File: config.mk
export PLATFORM = sky130hd
export DESIGN_NAME = fclass_gen
export DESIGN_NICKNAME = d
export VERILOG_FILES = /design/src/rtl/fclass_gen_pkg.sv /design/src/rtl/fclass_gen_lfsr.sv /design/src/rtl/fclass_gen.sv
export SDC_FILE = /design/constraint.sdc
export NUM_CORES = 1
export LEC_CHECK = 0
export CAP_MARGIN = 30
export CORE_UTILIZATION = 54
export CTS_BUF_LIST = sky130_fd_sc_hd__clkbuf_4 sky130_fd_sc_hd__clkbuf_8
export CTS_CLUSTER_DIAMETER = 80
export DETAILED_ROUTE_END_ITERATION = 8
export GPL_ROUTABILITY_DRIVEN = 0
export GPL_TIMING_DRIVEN = 0
export PLACE_DENSITY = 0.78
export SYNTH_ARGS = -nofsm -noshare
export SYNTH_HDL_FRONTEND = slang
export SYNTH_SLANG_ARGS = --single-unit
File: constraint.sdc
create_clock -name clk -period 4.1 [get_ports clk]
set_input_delay 0.82 -clock clk [delete_from_list [all_inputs] [get_ports clk]]
set_output_delay 0.82 -clock clk [all_outputs]
set_load 0.05 [all_outputs]
File: src/rtl/fclass_gen_pkg.sv
// -----------------------------------------------------------------------------
// fclass_gen_pkg
// Shared definitions for the FP-class operand generator:
//   - class bit indices, in the same order as the classify result word
//   - IEEE-754 single-precision exponent constant
//   - FSM state encoding
//   - 23-bit Fibonacci LFSR taps and step function
//   - mask scanning helpers (highest set bit, next lower set bit)
// -----------------------------------------------------------------------------
package fclass_gen_pkg;

  localparam int NUM_CLASSES = 10;

  localparam logic [3:0] CLS_NEG_INF    = 4'd9;
  localparam logic [3:0] CLS_NEG_NORMAL = 4'd8;
  localparam logic [3:0] CLS_NEG_SUB    = 4'd7;
  localparam logic [3:0] CLS_NEG_ZERO   = 4'd6;
  localparam logic [3:0] CLS_POS_ZERO   = 4'd5;
  localparam logic [3:0] CLS_POS_SUB    = 4'd4;
  localparam logic [3:0] CLS_POS_NORMAL = 4'd3;
  localparam logic [3:0] CLS_POS_INF    = 4'd2;
  localparam logic [3:0] CLS_SNAN       = 4'd1;
  localparam logic [3:0] CLS_QNAN       = 4'd0;

  localparam logic [7:0] EXP_ALL_ONES = 8'hFF;

  typedef enum logic [1:0] {
    ST_IDLE = 2'd0,
    ST_EMIT = 2'd1,
    ST_DONE = 2'd2
  } state_e;

  localparam int LFSR_W      = 23;
  localparam int LFSR_TAP_HI = 22;
  localparam int LFSR_TAP_LO = 17;

  // Result of a mask scan: found flag plus the selected class index.
  typedef struct packed {
    logic       found;
    logic [3:0] idx;
  } sel_t;

  function automatic logic [LFSR_W-1:0] lfsr_step(input logic [LFSR_W-1:0] r);
    return {r[LFSR_W-2:0], r[LFSR_TAP_HI] ^ r[LFSR_TAP_LO]};
  endfunction

  // Highest set bit of the class mask.
  function automatic sel_t highest_set(input logic [NUM_CLASSES-1:0] mask);
    sel_t s;
    s = '0;
    for (int i = 0; i < NUM_CLASSES; i++) begin
      if (mask[i]) begin
        s.found = 1'b1;
        s.idx   = 4'(i);
      end
    end
    return s;
  endfunction

  // Highest set bit strictly below idx (ascending scan, last hit wins).
  function automatic sel_t lower_set(input logic [NUM_CLASSES-1:0] mask,
                                     input logic [3:0] idx);
    sel_t s;
    s = '0;
    for (int i = 0; i < NUM_CLASSES; i++) begin
      if (mask[i] && (i < int'(idx))) begin
        s.found = 1'b1;
        s.idx   = 4'(i);
      end
    end
    return s;
  endfunction

endpackage

File: src/rtl/fclass_gen_lfsr.sv
// -----------------------------------------------------------------------------
// fclass_lfsr23
// 23-bit Fibonacci LFSR, r_next = {r[21:0], r[22]^r[17]}.
// Ports:
//   clk, rst  - clock, asynchronous active-high reset (state -> 1)
//   load_i    - load seed_i (takes priority over en_i)
//   seed_i    - load value; the caller guarantees it is nonzero
//   en_i      - advance one step
//   state_o   - current LFSR state
// -----------------------------------------------------------------------------
module fclass_lfsr23
  import fclass_gen_pkg::*;
(
  input  logic              clk,
  input  logic              rst,
  input  logic              load_i,
  input  logic [LFSR_W-1:0] seed_i,
  input  logic              en_i,
  output logic [LFSR_W-1:0] state_o
);

  logic [LFSR_W-1:0] lfsr_q, lfsr_d;

  always_comb begin
    lfsr_d = lfsr_q;
    if (load_i)    lfsr_d = seed_i;
    else if (en_i) lfsr_d = lfsr_step(lfsr_q);
  end

  always_ff @(posedge clk or posedge rst) begin
    if (rst) lfsr_q <= LFSR_W'(1);
    else     lfsr_q <= lfsr_d;
  end

  assign state_o = lfsr_q;

endmodule

File: src/rtl/fclass_gen.sv
// -----------------------------------------------------------------------------
// fclass_gen
// Emits single-precision operands of the requested IEEE-754 classes over a
// valid/ready stream, each paired with the one-hot class word a classifier
// must return for it. Classes are visited from the highest set mask bit down,
// COUNT_PER_CLASS operands each.
//
// Ports:
//   clk, rst     - clock, asynchronous active-high reset
//   start        - one-cycle request, sampled only in IDLE
//   class_mask   - classes to generate ([9] -inf ... [0] qNaN)
//   repeat_mode  - (only with FCLASS_GEN_REPEAT_EN) loop the pass instead of
//                  finishing
//   out_valid    - operand valid
//   out_ready    - consumer accepts
//   out_frs      - generated operand
//   out_class    - expected one-hot class word
//   busy         - high outside IDLE
//   done         - one-cycle pulse at end of run
//
// Stream handshake: a transfer happens on every rising edge where out_valid
// and out_ready are both high; out_frs/out_class are held unchanged while
// out_valid is high and out_ready is low.
//
// Optional feature macro: FCLASS_GEN_REPEAT_EN.
// -----------------------------------------------------------------------------
module fclass_gen
  import fclass_gen_pkg::*;
#(
  parameter int                XLEN            = 32,
  parameter int                EXPWIDTH        = 8,
  parameter int                SIGWIDTH        = 24,
  parameter int                COUNT_PER_CLASS = 4,
  parameter logic [LFSR_W-1:0] LFSR_SEED       = 23'h000001
)(
  input  logic                         clk,
  input  logic                         rst,
  input  logic                         start,
  input  logic [NUM_CLASSES-1:0]       class_mask,
`ifdef FCLASS_GEN_REPEAT_EN
  input  logic                         repeat_mode,
`endif
  output logic                         out_valid,
  input  logic                         out_ready,
  output logic [EXPWIDTH+SIGWIDTH-1:0] out_frs,
  output logic [XLEN-1:0]              out_class,
  output logic                         busy,
  output logic                         done
);

  localparam int FW = EXPWIDTH + SIGWIDTH;
  localparam int CNT_W = (COUNT_PER_CLASS > 1) ? $clog2(COUNT_PER_CLASS) : 1;
  localparam logic [CNT_W-1:0] CNT_LAST = CNT_W'(COUNT_PER_CLASS - 1);
  localparam logic [LFSR_W-1:0] SEED_EFF = (LFSR_SEED == '0) ? LFSR_W'(1) : LFSR_SEED;

  // Normal exponent from the top LFSR byte, kept clear of 0 and all-ones.
  function automatic logic [7:0] normal_exp(input logic [LFSR_W-1:0] r);
    logic [7:0] e;
    e = r[22:15];
    if (e == 8'h00)             e = 8'h01;
    else if (e == EXP_ALL_ONES) e = 8'hFE;
    return e;
  endfunction

  function automatic logic [FW-1:0] build_operand(input logic [3:0] idx,
                                                  input logic [LFSR_W-1:0] r);
    logic        sign;
    logic [7:0]  expo;
    logic [22:0] frac;
    sign = 1'b0;
    expo = 8'h00;
    frac = '0;
    case (idx)
      CLS_NEG_INF:    begin sign = 1'b1; expo = EXP_ALL_ONES; end
      CLS_NEG_NORMAL: begin sign = 1'b1; expo = normal_exp(r); frac = r; end
      CLS_NEG_SUB:    begin sign = 1'b1; frac = r; end
      CLS_NEG_ZERO:   begin sign = 1'b1; end
      CLS_POS_ZERO:   begin sign = 1'b0; end
      CLS_POS_SUB:    begin frac = r; end
      CLS_POS_NORMAL: begin expo = normal_exp(r); frac = r; end
      CLS_POS_INF:    begin expo = EXP_ALL_ONES; end
      CLS_SNAN: begin
        sign = r[0];
        expo = EXP_ALL_ONES;
        frac = {1'b0, r[21:0]};
        // Quiet bit is clear, so a zero payload would read as infinity.
        if (r[21:0] == '0) frac[0] = 1'b1;
      end
      CLS_QNAN: begin
        sign = r[0];
        expo = EXP_ALL_ONES;
        frac = {1'b1, r[21:0]};
      end
      default: ;
    endcase
    return FW'({sign, expo, frac});
  endfunction

  state_e                 state_q, state_d;
  logic [NUM_CLASSES-1:0] mask_q, mask_d;
  logic [3:0]             idx_q, idx_d;
  logic [CNT_W-1:0]       cnt_q, cnt_d;
  logic [FW-1:0]          frs_q, frs_d;
  logic [XLEN-1:0]        cls_q, cls_d;
  logic                   lfsr_load, lfsr_en;
  logic [LFSR_W-1:0]      lfsr_r, lfsr_nxt;
  logic                   rpt;
  sel_t                   hi_sel, lo_sel, hi_mask_sel;

`ifdef FCLASS_GEN_REPEAT_EN
  assign rpt = repeat_mode;
`else
  assign rpt = 1'b0;
`endif

  fclass_lfsr23 u_lfsr (
    .clk     (clk),
    .rst     (rst),
    .load_i  (lfsr_load),
    .seed_i  (SEED_EFF),
    .en_i    (lfsr_en),
    .state_o (lfsr_r)
  );

  assign hi_sel      = highest_set(class_mask);
  assign hi_mask_sel = highest_set(mask_q);
  assign lo_sel      = lower_set(mask_q, idx_q);

  always_comb begin
    state_d   = state_q;
    mask_d    = mask_q;
    idx_d     = idx_q;
    cnt_d     = cnt_q;
    lfsr_load = 1'b0;
    lfsr_en   = 1'b0;
    case (state_q)
      ST_IDLE: begin
        if (start) begin
          if (class_mask != '0) begin
            mask_d    = class_mask;
            idx_d     = hi_sel.idx;
            cnt_d     = '0;
            lfsr_load = 1'b1;
            state_d   = ST_EMIT;
          end else begin
            state_d = ST_DONE;
          end
        end
      end
      ST_EMIT: begin
        if (out_ready) begin
          lfsr_en = 1'b1;
          if (cnt_q == CNT_LAST) begin
            cnt_d = '0;
            if (lo_sel.found) idx_d = lo_sel.idx;
            else if (rpt)     idx_d = hi_mask_sel.idx;
            else              state_d = ST_DONE;
          end else begin
            cnt_d = cnt_q + CNT_W'(1);
          end
        end
      end
      ST_DONE: state_d = ST_IDLE;
      default: state_d = ST_IDLE;
    endcase
  end

  // The output register always holds the operand for the LFSR value that
  // will be current next cycle, so it is refreshed only when the LFSR moves.
  always_comb begin
    lfsr_nxt = lfsr_r;
    if (lfsr_load)    lfsr_nxt = SEED_EFF;
    else if (lfsr_en) lfsr_nxt = lfsr_step(lfsr_r);
    frs_d = frs_q;
    cls_d = cls_q;
    if (lfsr_load || lfsr_en) begin
      frs_d = build_operand(idx_d, lfsr_nxt);
      cls_d = XLEN'(1) << idx_d;
    end
  end

  always_ff @(posedge clk or posedge rst) begin
    if (rst) begin
      state_q <= ST_IDLE;
      mask_q  <= '0;
      idx_q   <= '0;
      cnt_q   <= '0;
      frs_q   <= '0;
      cls_q   <= '0;
    end else begin
      state_q <= state_d;
      mask_q  <= mask_d;
      idx_q   <= idx_d;
      cnt_q   <= cnt_d;
      frs_q   <= frs_d;
      cls_q   <= cls_d;
    end
  end

  assign out_valid = (state_q == ST_EMIT);
  assign busy      = (state_q != ST_IDLE);
  assign done      = (state_q == ST_DONE);
  assign out_frs   = frs_q;
  assign out_class = cls_q;

endmodule

**Word level (Yosys, flattened, before mapping)**

Cells that the tools add are included.

- Word-level logic and storage cells: 112
- Register bits after elaboration: 105
- Input bits: 14
- Output and inout port bits: 67

- Bitwise operators: 1
- Muxes and demuxes: 49
- Reduce and logical (&&, ||, !) cells: 26
- Add/sub/neg operators: 1
- Shift operators: 1
- Eq/ne operators: 17
- Order comparisons: 10

Operators by type and width:

| operator | number |
|---|---|
| $pmux 23 s3 | 1 |
| $mux 4 | 14 |
| $mux 5 | 10 |
| $mux 23 | 2 |
| $shl 1x4->32 const A | 1 |
| $logic_not 22->1 | 1 |
| $mux 2 | 9 |
| $lt 3x4->1 const A | 4 |
| $mux 8 | 2 |
| $pmux 8 s2 | 1 |
| $eq 4x3->1 const B | 3 |
| $reduce_or 4->1 | 3 |
| $logic_and 1x1->1 | 10 |
| $reduce_bool 10->1 | 1 |
| $eq 4x2->1 const B | 2 |
| $eq 4x4->1 const B | 2 |
| $eq 8x8->1 const B | 1 |
| $logic_not 8->1 | 1 |
| $lt 1x4->1 const A | 2 |
| $lt 2x4->1 const A | 2 |
| $lt 4x4->1 const A | 2 |
| $pmux 2 s2 | 2 |
| $pmux 4 s2 | 1 |
| $reduce_and 4->1 | 2 |
| 15 further kinds | 26 |

**Depth between registers and ports, before layout**

Gate-level depths: netlist (run 1).

- Depth in word-level cells: 19
- Mapped depth: 11
- Depth with buffers taken out: 9

**Hierarchy**

A second synthesis (run 1) with hierarchy kept.

- Cell total of the unflattened synthesis: 480
- Area, all modules: 4710.8 um^2

Modules (own cells, without submodules):

| module | cells an instance | times used | sequential area each (um^2) | area each (um^2) |
|---|---|---|---|---|
| fclass_gen | 377 | 1 | 1651.6 | 3617.2 |
| fclass_lfsr23 | 103 | 1 | 576.8 | 1093.5 |

**Worst setup path after synthesis (run 1)**

OpenSTA, ideal clock, no wires.

- Path kind: input port to flip-flop
- Start point: input port class_mask[4]
- End point: register frs_q[17] (netlist: out_frs[17])
- Cell stages on the path: 10
- Arrival: 2876 ps
- Path buffers: 1
- Required time: 4033 ps
- Setup time: 67 ps
- Path slack: 1157 ps
- Cell sequence: or4_4 > o41ai_4 > o21ai_2 > o31ai_2 > a21boi_2 > clkinv_2 > o21ai_2 > a211oi_4 > buf_6 > a22o_1

- Longest elaborated chain between the ends: 12
- Elaborated cells on any way between the ends: 23
- Those cells by class: eq/ne (5); mux (14); reduce/logical (4)

Ends and longest elaborated chain:

| element | RTL line | RTL |
|---|---|---|
| start, declared | fclass_gen.sv:39 | `input logic [NUM_CLASSES-1:0] class_mask,` |
| $mux 4 (6 in a row) | fclass_gen_pkg.sv:52 | `if (mask[i]) begin` |
| $mux 4 * | fclass_gen.sv:139 | `if (class_mask != '0) begin` |
| $mux 4 * | fclass_gen.sv:138 | `if (start) begin` |
| $pmux 4 s2 * | fclass_gen.sv:136 | `case (state_q)` |
| named net idx_d[1] | fclass_gen.sv:101 | `logic [3:0] idx_q, idx_d;` |
| $eq 4x2->1, or another cell as far along | fclass_gen.sv:73 | `case (idx)` |
| $reduce_or 4->1 (no line) | -- |  |
| $pmux 23 s3 * | fclass_gen.sv:73 |  |
| end signal, assigned | fclass_gen.sv:195 | `frs_q <= frs_d;` |
| end, declared | fclass_gen.sv:103 | `logic [FW-1:0] frs_q, frs_d;` |

The timed path passes the listed nets; every way through them passes the cells marked *.
A chain may end at the register's enable or synchronous reset.

**Worst setup path after layout (run 1)**

- Start point: input port start
- End point: register frs_q[1] (netlist: out_frs[1])

- Longest elaborated chain between the ends: 5
- Elaborated cells on any way between the ends: 14
- Those cells by class: eq/ne (5); mux (6); reduce/logical (3)

Ends and longest elaborated chain:

| element | RTL line | RTL |
|---|---|---|
| start, declared | fclass_gen.sv:38 | `input logic start,` |
| $mux 4 | fclass_gen.sv:138 |  |
| $pmux 4 s2 | fclass_gen.sv:136 |  |
| $eq 4x2->1, or another cell as far along | fclass_gen.sv:73 |  |
| $reduce_or 4->1 (no line) | -- |  |
| $pmux 23 s3 | fclass_gen.sv:73 |  |

Several ways; a longest one is shown, not always the timed one.

==> metrics, run 1 <==
status=finished, final reports clean; most used flip-flop cell after synthesis=sky130_fd_sc_hd__dfrtp_1; overflow left after global routing=0; number of sinks handled by clock tree synthesis=89; post-CTS setup buffer count=0; maximum number of pins on one net before global-route repair=49; count of input and output buffers=64; antenna violations before repair=0; total area of multi-input combinational cells=about 1800 um^2; Clock Pin Slew Worst Setup and Hold Paths=roughly 90 ps; die extent in y=90.84 um; placeable core region=7687 um^2; final count of negative-setup-slack endpoints=0; Power Dens Cells=883.5 nW/um^2; clock share of power=11.9%; timing-limited maximum frequency=0.2863 GHz; instance area at placement=around 5100 um^2; Final period util=85.19%; detail-routed net length per standard cell=15.39 um; sequential share of power=32.1%; top cells by area in the synthesized netlist=sky130_fd_sc_hd__dfrtp_1 (52%), sky130_fd_sc_hd__nand2_1 (9.4%), sky130_fd_sc_hd__a21oi_1 (3.9%); leading area contributor after synthesis=sky130_fd_sc_hd__dfrtp_1; hold_buf cts=0; number of enable flip-flop cells after synthesis=0; ANT nets after route=0; die width=90.84 um; Async S/R FF share, synth=100.0%; internal power=2373 uW; Post-Layout Inst Area=5295 um^2; summed instance area of the synthesized netlist=4262 um^2; combined buffer and inverter count along the critical path=2; ant diodes=0; data required time at the worst endpoint=~4400 ps; switching pwr=2306 uW; DP HPWL=7119 um; Sequential cell area=roughly 2200 um^2; insertion delay of the later-clocked pin in the worst-skew pair=350 ps; post-cts sizing count=0; share of the yosys chip area belonging to registers=52.29%; Total Die Area=about 8300 um^2; Seq cells post-synth=89; setup repair after global routing missed its margin=false; Worst Setup Start Kind=input pin; number of warnings printed during yosys synthesis=0; final hold vios=0; final net count=549; setup TNS after final layout=0 ps; crit path max fanout=10; mean instance size in the synthesized netlist=9.620 um^2; maximum level of the CTS H-tree=3; DRC errors left=0; Root Driver=sky130_fd_sc_hd__clkbuf_8; CTS Buf Count=9; CP max stage cell=sky130_fd_sc_hd__clkdlybuf4s50_1; number of slew-limit violations in the final report=0; sort of element at the end of the critical path=register; fraction of final layout cells sized beyond drive strength 1=11.87%; post-layout power=4678 uW; slew margin rel.=48.22%; total wire length=between 9000 and 10000 um; Top delay family on crit path=compound AO/OA/AOI/OAI gates; proportion of netlist area held by the largest area contributor=roughly half; Slowest Stage Delay on Critical Path=550 ps; max-capacitance violation count=0; largest clock skew in the final design=9.608 ps; Post-Route Hold Slack=491.6 ps; number of placed I/O pins=81; buffers from clock root to sink, at most=2; number of unique standard cell types used by synthesis=64; initial detailed-routing violation count=about 240; shortest period the worst path allows=between 3000 and 4000 ps; starting density of the core=55.44%; data arrival time of the worst path=3780 ps; layout filler cell count=approximately 600; number of instances in the synthesized netlist=between 400 and 500; Switching Share=49.28%; list of cells traversed by the critical path=clkdlybuf4s50_1 -> nor3b_2 -> o41ai_4 -> o21ai_2 -> o31ai_2 -> a21oi_1 -> o22ai_1 -> a211oi_4 -> buf_6 -> a22o_1; first-pass GRT wire length=around 17000 um; via count of the first global-routing pass=3402; vias per std cell=about 5.7; router iterations before antenna repair=5; Crit Path Category=in2reg; leakage power figure=roughly 0.0023 uW; slew at the pin closest to its max-slew limit=775.0 ps; worst hold path class=reg2reg; synthesis-to-layout area growth=24.25%; count of vias placed by the detailed router=3671; share of the core filled with cells in the final layout=68.88%; peak supply drop=~600 uV; CTS tree=done; Total GRT Usage=25.11%; fraction of power consumed by combinational cells=56.0%; number of core rows=32
## power by group through the flow
stage          Sequential [uW]  Combinational (uW)  Clock [uW]
2_1_floorplan             2020                1320           0
3_5_place_dp              1510                2590           0
4_1_cts                   1500                2610         559
3_3_place_gp              1500                2540           0
6_report                  1500                2620         556
5_1_grt                   1550                2820         597
## worst min-delay path, delay by kind of cell (launching register included)
family	cells	cell delay [ps]
AOI/OAI and AO/OA	1	60
DFF	1	350
and+or+nand+nor	1	50
## routing by layer
metal | vias up | GRT usage (%) | wire [um] | part of all wire, %
met1 | 1780 | 37.64 | 4676 | 47
li1 | 1729 | - | - | -
met4 | 0 | 8.333 | 139 | 1.4
met5 | - | 0 | 0 | 0
met2 | 146 | 37.69 | 4475 | 45
met3 | 16 | 3.535 | 577 | 5.8
## flip-flops by register name, summed over array words and instances, names as in the netlist
signal / count
cnt_q: 2
idx_q: 4
mask_q: 10
out_class: 16
out_frs: 32
state_q: 2
u_lfsr.state_o: 23
## placed cells by master (no fill, tap or decap), types with 4 or more instances in the layout
cell and instances:
sky130_fd_sc_hd__a21oi_1 33, sky130_fd_sc_hd__a22o_1 18, sky130_fd_sc_hd__a31oi_1 4, sky130_fd_sc_hd__a32o_1 4, sky130_fd_sc_hd__buf_2 4, sky130_fd_sc_hd__buf_4 17
sky130_fd_sc_hd__clkbuf_1 13, sky130_fd_sc_hd__clkbuf_8 9, sky130_fd_sc_hd__clkdlybuf4s50_1 64, sky130_fd_sc_hd__conb_1 16, sky130_fd_sc_hd__dfrtp_1 88, sky130_fd_sc_hd__inv_1 6
sky130_fd_sc_hd__nand2_1 107, sky130_fd_sc_hd__nand2b_1 8, sky130_fd_sc_hd__nand3_1 7, sky130_fd_sc_hd__nor2_1 23, sky130_fd_sc_hd__nor3_1 7, sky130_fd_sc_hd__o21ai_0 25
sky130_fd_sc_hd__o21ai_1 4, sky130_fd_sc_hd__o221a_2 7
## cells in the mapped netlist, drive strengths merged, types with 2 or more instances
master and count:
a22o 18, o31ai 3, nand3 7, o21a 3
nand2b 8, nor2b 3, nand3b 2, a31oi 5
clkbuf 13, a21oi 33, o21ai 32, or4 3
o31a 2, nand2 107, nand4 2, nor2 23
inv 7, dfrtp 88, nor4 3, o221a 9
o41ai 3, o22ai 4, buf 25, and3 3
nor3 7, a21boi 3, a32o 4, nor3b 2
## stage by stage
| stage | setup slack, ps | std cells |
|---|---|---|
| after floorplan | 974.8 | 458 |
| after global placement | -253.3 | 624 |
| after detailed placement | 280.3 | 625 |
| after CTS | 640.1 | 641 |
| after global routing | 411.9 | 641 |
| final | 607.3 | 641 |
## kinds of logic (layout without fill, tap and decap cells)
| kind of cell | count (synthesis) | after routing | share of synthesized area (%) |
|---|---|---|---|
| AND/OR/NAND/NOR | 173 | 173 | 18.23 |
| other | 1 | 16 | 0.08800 |
| adder cells (fa/ha/maj) | 1 | 1 | 0.2936 |
| buffers and inverters | 46 | 127 | 6.048 |
| XOR/XNOR | 1 | 1 | 0.2056 |
| AO/OA/AOI/OAI | 132 | 132 | 22.84 |
| flip-flops | 89 | 89 | 52.29 |
## final timing paths
path	cells past startpoint	endpoint	from	slack (ps)
setup reg to reg	10	out_frs[1]	idx_q[1]	1110
min in group asynchronous	2	mask_q[3]	rst	860
setup / recovery	10	out_frs[1]	start	610
hold reg to reg	2	out_class[4]	out_class[4]	490
max in group asynchronous	3	u_lfsr.state_o[0]	rst	2570
hold / removal	2	out_class[4]	out_class[4]	490
## cell type report
cell class | instances | area share (%)
buffer | 38 | 4.277
clock buffer | 11 | 2.623
clock inverter | 5 | 0.7561
inverter | 8 | 0.6380
multi-input combinational | 323 | 34.59
sequential | 89 | 42.08
tap | 102 | 2.410
timing repair buffer | 65 | 12.62
Power figures use the tool's default switching activity.
==> run 2, diff against run 1 <==
PLACE_DENSITY = 0.92   (was 0.78)
==> run 2 against run 1 <==
Against the previous run: die area unchanged; non-clock buffer count is the same; total power grew 3.9%; routed wire length is 6.1% higher; critical path type unchanged; largest cell class unchanged.
==> metrics, run 2 (synthesized netlist as in run 1, its figures left out) <==
Crit Path Category=in2reg; number of sinks handled by clock tree synthesis=89; slew margin rel.=around 48%; post-cts sizing count=0; r2r setup slk=1130 ps; DP HPWL=7494 um; Clock Pin Slew Worst Setup and Hold Paths=100 ps; ant diodes=0; count of input and output buffers=64; CTS tree=done; worst hold path class=reg2reg; data arrival time of the worst path=3780 ps; first-pass GRT wire length=17570 um; clock share of power=approximately 14%; wire length on met2=5061 um; die width=90.84 um; sort of element at the end of the critical path=register; placed cell count=625; data required time at the worst endpoint=4410 ps; final net count=549; antenna violations before repair=0; synthesis-to-layout area growth=25.25%; worst r2r dst=out_frs[21]; number of core rows=32; die extent in y=90.84 um; number of placed I/O pins=around 80; DRC errors left=0; launching point of the worst reg2reg path=idx_q[2]; maximum number of pins on one net before global-route repair=47; combined buffer and inverter count along the critical path=2; Total Die Area=8251 um^2; maximum level of the CTS H-tree=3; post-layout instance count excluding filler cells=641; CP max stage cell=sky130_fd_sc_hd__clkdlybuf4s50_1; Root Driver=sky130_fd_sc_hd__clkbuf_8; starting density of the core=55.44%; fraction of power consumed by combinational cells=between 50% and 60%; Total GRT Usage=a little over a quarter; number of slew-limit violations in the final report=0; fraction of final layout cells sized beyond drive strength 1=11.87%; Power Dens Cells=911.0 nW/um^2; detail-routed net length per standard cell=between 15 and 20 um; insertion delay of the later-clocked pin in the worst-skew pair=between 300 and 400 ps; Final period util=a little over four fifths; final count of negative-setup-slack endpoints=0; overflow left after global routing=0; Worst Setup Start Kind=input pin; peak supply drop=494.8 uV; placeable core region=7687 um^2; list of cells traversed by the critical path=clkdlybuf4s50_1 -> nor3b_2 -> o41ai_4 -> o21ai_2 -> o31ai_2 -> a21oi_1 -> o22ai_1 -> a211oi_4 -> buf_6 -> a22o_1; max-capacitance violation count=0; DR top layer=met4; setup repair after global routing missed its margin=false; router iterations before antenna repair=5; depth of the critical timing path with buffers and inverters included=10; Largest register FFs=32; most frequent cells in the layout=sky130_fd_sc_hd__nand2_1 (107), sky130_fd_sc_hd__dfrtp_1 (88), sky130_fd_sc_hd__clkdlybuf4s50_1 (64), sky130_fd_sc_hd__a21oi_1 (33), sky130_fd_sc_hd__o21ai_0 (25); internal power=2494 uW; most common cell after layout, fill and taps aside=sky130_fd_sc_hd__nand2_1; largest clock skew in the final design=9.999 ps; Switching Share=approximately half; hold_buf cts=0; initial detailed-routing violation count=383; worst-case reg-to-reg path depth=10; CP Capture Point=out_frs[21]; detailed-routed wire length on met3=roughly 770 um; status=finished, final reports clean; Routed met1 length=4390 um; switching pwr=2368 uW; timing-limited maximum frequency=0.2884 GHz; leakage power figure=between 0.002 and 0.0025 uW; final hold vios=0; ANT nets after route=0; start point of the critical path=start; Post-Route Hold Slack=492.7 ps; Slowest Stage Delay on Critical Path=540 ps; post-CTS setup buffer count=0; count of vias placed by the detailed router=about 3800; CTS Buf Count=9; total wire length=10470 um; via count of the first global-routing pass=around 3600; vias per std cell=5.914; shortest period the worst path allows=3467 ps; Top delay family on crit path=compound AO/OA/AOI/OAI gates; buffers from clock root to sink, at most=2; slew at the pin closest to its max-slew limit=784.3 ps; crit path max fanout=10; sequential share of power=a little under a third
## run 2: how the worst min path moves through the flow
stage,cells past startpoint,from,endpoint
2_1_floorplan,2,mask_q[9],mask_q[9]
3_3_place_gp,2,out_class[7],out_class[7]
3_5_place_dp,2,out_class[9],out_class[9]
4_1_cts,2,out_class[9],out_class[9]
5_1_grt,2,out_class[2],out_class[2]
6_report,2,out_class[9],out_class[9]
## run 2: final cells by class
cell class                      instances  area [um^2]
Buffer                                 38        226.5
Clock buffer                           10        131.4
Clock inverter                          6        97.59
Fill cell                             586         2350
Inverter                                8        33.78
Multi-Input combinational cell        323         1832
Sequential cell                        89         2228
Tap cell                              102        127.6
Timing Repair Buffer                   65        660.6
## run 2: worst reg2reg max path: stages, from the launching register on
cell and delay (ps):
sky130_fd_sc_hd__dfrtp_1 460, sky130_fd_sc_hd__buf_2 210, sky130_fd_sc_hd__o21a_1 150, sky130_fd_sc_hd__o22ai_2 180, sky130_fd_sc_hd__nand2_1 80, sky130_fd_sc_hd__a32o_1 290, sky130_fd_sc_hd__a21oi_1 420, sky130_fd_sc_hd__o22ai_1 260
sky130_fd_sc_hd__a211oi_4 490, sky130_fd_sc_hd__buf_6 210, sky130_fd_sc_hd__a22o_1 140
## run 2: power groups by stage
stage	Combinational, uW	Sequential [uW]	Clock [uW]
final	2650	1510	702
after global placement	2510	1500	0
after CTS	2640	1500	702
after detailed placement	2600	1520	0
after floorplan	1320	2020	0
after global routing	2840	1560	740
## run 2: routing by layer
layer	up-vias	global-route usage [%]
li1	1730	-
met1	1841	35.74
met2	190	43.81
met3	30	5.219
met4	0	10.98
met5	-	0
## run 2: stage by stage
stage	TNS (ps)	util [%]	setup slack [ps]	cell area (um^2)	total power, uW
global placement	-14650	66.16	-169.7	5086	4012
finish	0	69.43	633.0	5338	4863
detailed placement	0	66.46	284.4	5109	4118
floorplan	0	-	974.8	4318	3342
CTS	0	69.43	647.9	5338	4838
global route	0	69.43	460.9	5338	5134
==> run 3, diff against run 2 <==
CORE_UTILIZATION = 49   (was 54)
PLACE_DENSITY = 0.89   (was 0.92)
clock period = 3 ns   (was 4.1 ns; I/O delays follow)
==> run 3 against run 2 <==
Against the previous run: sequential power increased by 37%; non-clock buffer count increased by 3; clock skew increased by 1.8 ps; clock power increased by 12%; final area increased by 0.94%; critical endpoint is now out_frs[27]; highest routed layer unchanged.
==> metrics, run 3 (synthesized netlist as in run 1, its figures left out) <==
starting density of the core=between 50% and 60%; number of core rows=33; placeable core region=between 8000 and 9000 um^2; status=finished, final reports clean; Clock Pin Slew Worst Setup and Hold Paths=90 ps; via count of the first global-routing pass=3432; antenna violations before repair=0; first-pass GRT wire length=17080 um; DP HPWL=7364 um; sort of element at the end of the critical path=register; hold_buf cts=0; instance area at placement=5120 um^2; slew margin rel.=62.78%; crit path max fanout=10; Worst Setup Start Kind=input pin; leakage power figure=0.002387 uW; maximum number of pins on one net before global-route repair=about 60; Total GRT Usage=24.77%; vias per std cell=5.818; shortest period the worst path allows=approximately 3000 ps; detail-routed net length per standard cell=16.17 um; slew at the pin closest to its max-slew limit=556.5 ps; setup TNS after final layout=0 ps; buffers from clock root to sink, at most=2; Total Die Area=9074 um^2; final net count=roughly 550; data arrival time of the worst path=approximately 3200 ps; router iterations before antenna repair=5; synthesis-to-layout area growth=26.42%; Power Dens Cells=1224 nW/um^2; layout filler cell count=647; share of the core filled with cells in the final layout=between 60% and 70%; die extent in y=95.26 um; fraction of final layout cells sized beyond drive strength 1=14.76%; insertion delay of the later-clocked pin in the worst-skew pair=380 ps; number of sinks handled by clock tree synthesis=89; Crit Path Category=in2reg; total wire length=10460 um; final count of negative-setup-slack endpoints=0; number of slew-limit violations in the final report=0; count of vias placed by the detailed router=about 3800; setup repair after global routing missed its margin=true; overflow left after global routing=0; most frequent cells in the layout=sky130_fd_sc_hd__nand2_1 (106), sky130_fd_sc_hd__dfrtp_1 (88), sky130_fd_sc_hd__clkdlybuf4s50_1 (64), sky130_fd_sc_hd__a21oi_1 (30), sky130_fd_sc_hd__o21ai_0 (25); largest clock skew in the final design=11.77 ps; peak supply drop=498.7 uV; most common cell after layout, fill and taps aside=sky130_fd_sc_hd__nand2_1; final hold vios=0; max-capacitance violation count=0; Root Driver=sky130_fd_sc_hd__clkbuf_8; worst hold path class=reg2reg; ANT nets after route=0; initial detailed-routing violation count=332; Largest register FFs=32; die width=~95 um; timing-limited maximum frequency=0.3423 GHz; number of placed I/O pins=81; total area of multi-input combinational cells=1891 um^2; count of input and output buffers=64; data required time at the worst endpoint=~3300 ps; Final period util=97.38%; Post-Route Hold Slack=483.6 ps; CTS tree=done; maximum level of the CTS H-tree=3; DRC errors left=0; Sequential cell area=2228 um^2; ant diodes=0; CTS Buf Count=9; Post-Layout Inst Area=5388 um^2
==> run 3: changes by cell type in the layout (fill, tap and decap cells not counted), moves of 2 or more <==
cell,change
sky130_fd_sc_hd__clkbuf_1,-3
sky130_fd_sc_hd__bufinv_16,-2
sky130_fd_sc_hd__buf_4,+3
sky130_fd_sc_hd__a21oi_2,+3
sky130_fd_sc_hd__clkinvlp_4,+3
sky130_fd_sc_hd__a21oi_1,-3
sky130_fd_sc_hd__clkbuf_2,+3
==> run 3: what timing repair did <==
action | 4_1_cts | 5_1_grt
resized for setup | 5 | 14
setup endpoints to repair | 33 | 59
pin swaps | 1 | 2
buffers inserted | 1 | 2
==> run 3: final cells by class <==
class,count,share of cell area (%)
sequential,89,41.36
multi-input combinational,323,35.09
timing repair buffer,68,12.82
buffer,38,4.273
clock buffer,10,2.438
tap,105,2.438
clock inverter,6,0.9522
inverter,8,0.6270
==> run 3: final timing paths <==
| check | startpoint | endpoint | slack [ps] | cells past startpoint |
|---|---|---|---|---|
| min | out_class[14] | out_class[14] | 480 | 2 |
| max in group asynchronous | rst | u_lfsr.state_o[0] | 1790 | 3 |
| min reg2reg | out_class[14] | out_class[14] | 480 | 2 |
| max | class_mask[1] | out_frs[27] | 80 | 9 |
| max reg2reg | idx_q[2] | out_frs[0] | 80 | 10 |
| min in group asynchronous | rst | out_frs[4] | 570 | 2 |
==> run 3: where the power goes <==
group | total [uW] | internal, uW | switching, uW
clock network | 787 | 320 | 467
registers | 2070 | 1670 | 400
logic | 3740 | 1320 | 2420
==> run 3: critical path, cell delays in order <==
cell and delay (ps):
sky130_fd_sc_hd__clkdlybuf4s50_1 450, sky130_fd_sc_hd__or4_4 550, sky130_fd_sc_hd__o41ai_4 380, sky130_fd_sc_hd__nor2_1 90, sky130_fd_sc_hd__a311o_1 340, sky130_fd_sc_hd__buf_4 210
sky130_fd_sc_hd__nand2b_2 250, sky130_fd_sc_hd__nand2_4 160, sky130_fd_sc_hd__o221a_2 210
==> run 3: stage by stage <==
step	power, uW	setup slack (ps)	std cells
after floorplan	4568	94.75	458
after global placement	5494	-1030	627
after detailed placement	5609	-554.6	628
after CTS	6470	2.655	645
after global routing	6976	-29.19	647
final	6596	78.62	647
==> run 3: layer usage <==
layer / global-route usage (%) / vias up / part of all wire (%)
met5: 0 / - / 0
met4: 10.35 / 0 / 1.9
met3: 3.270 / 21 / 7.5
met2: 39.40 / 202 / 49
met1: 34.13 / 1806 / 42
li1: - / 1735 / -
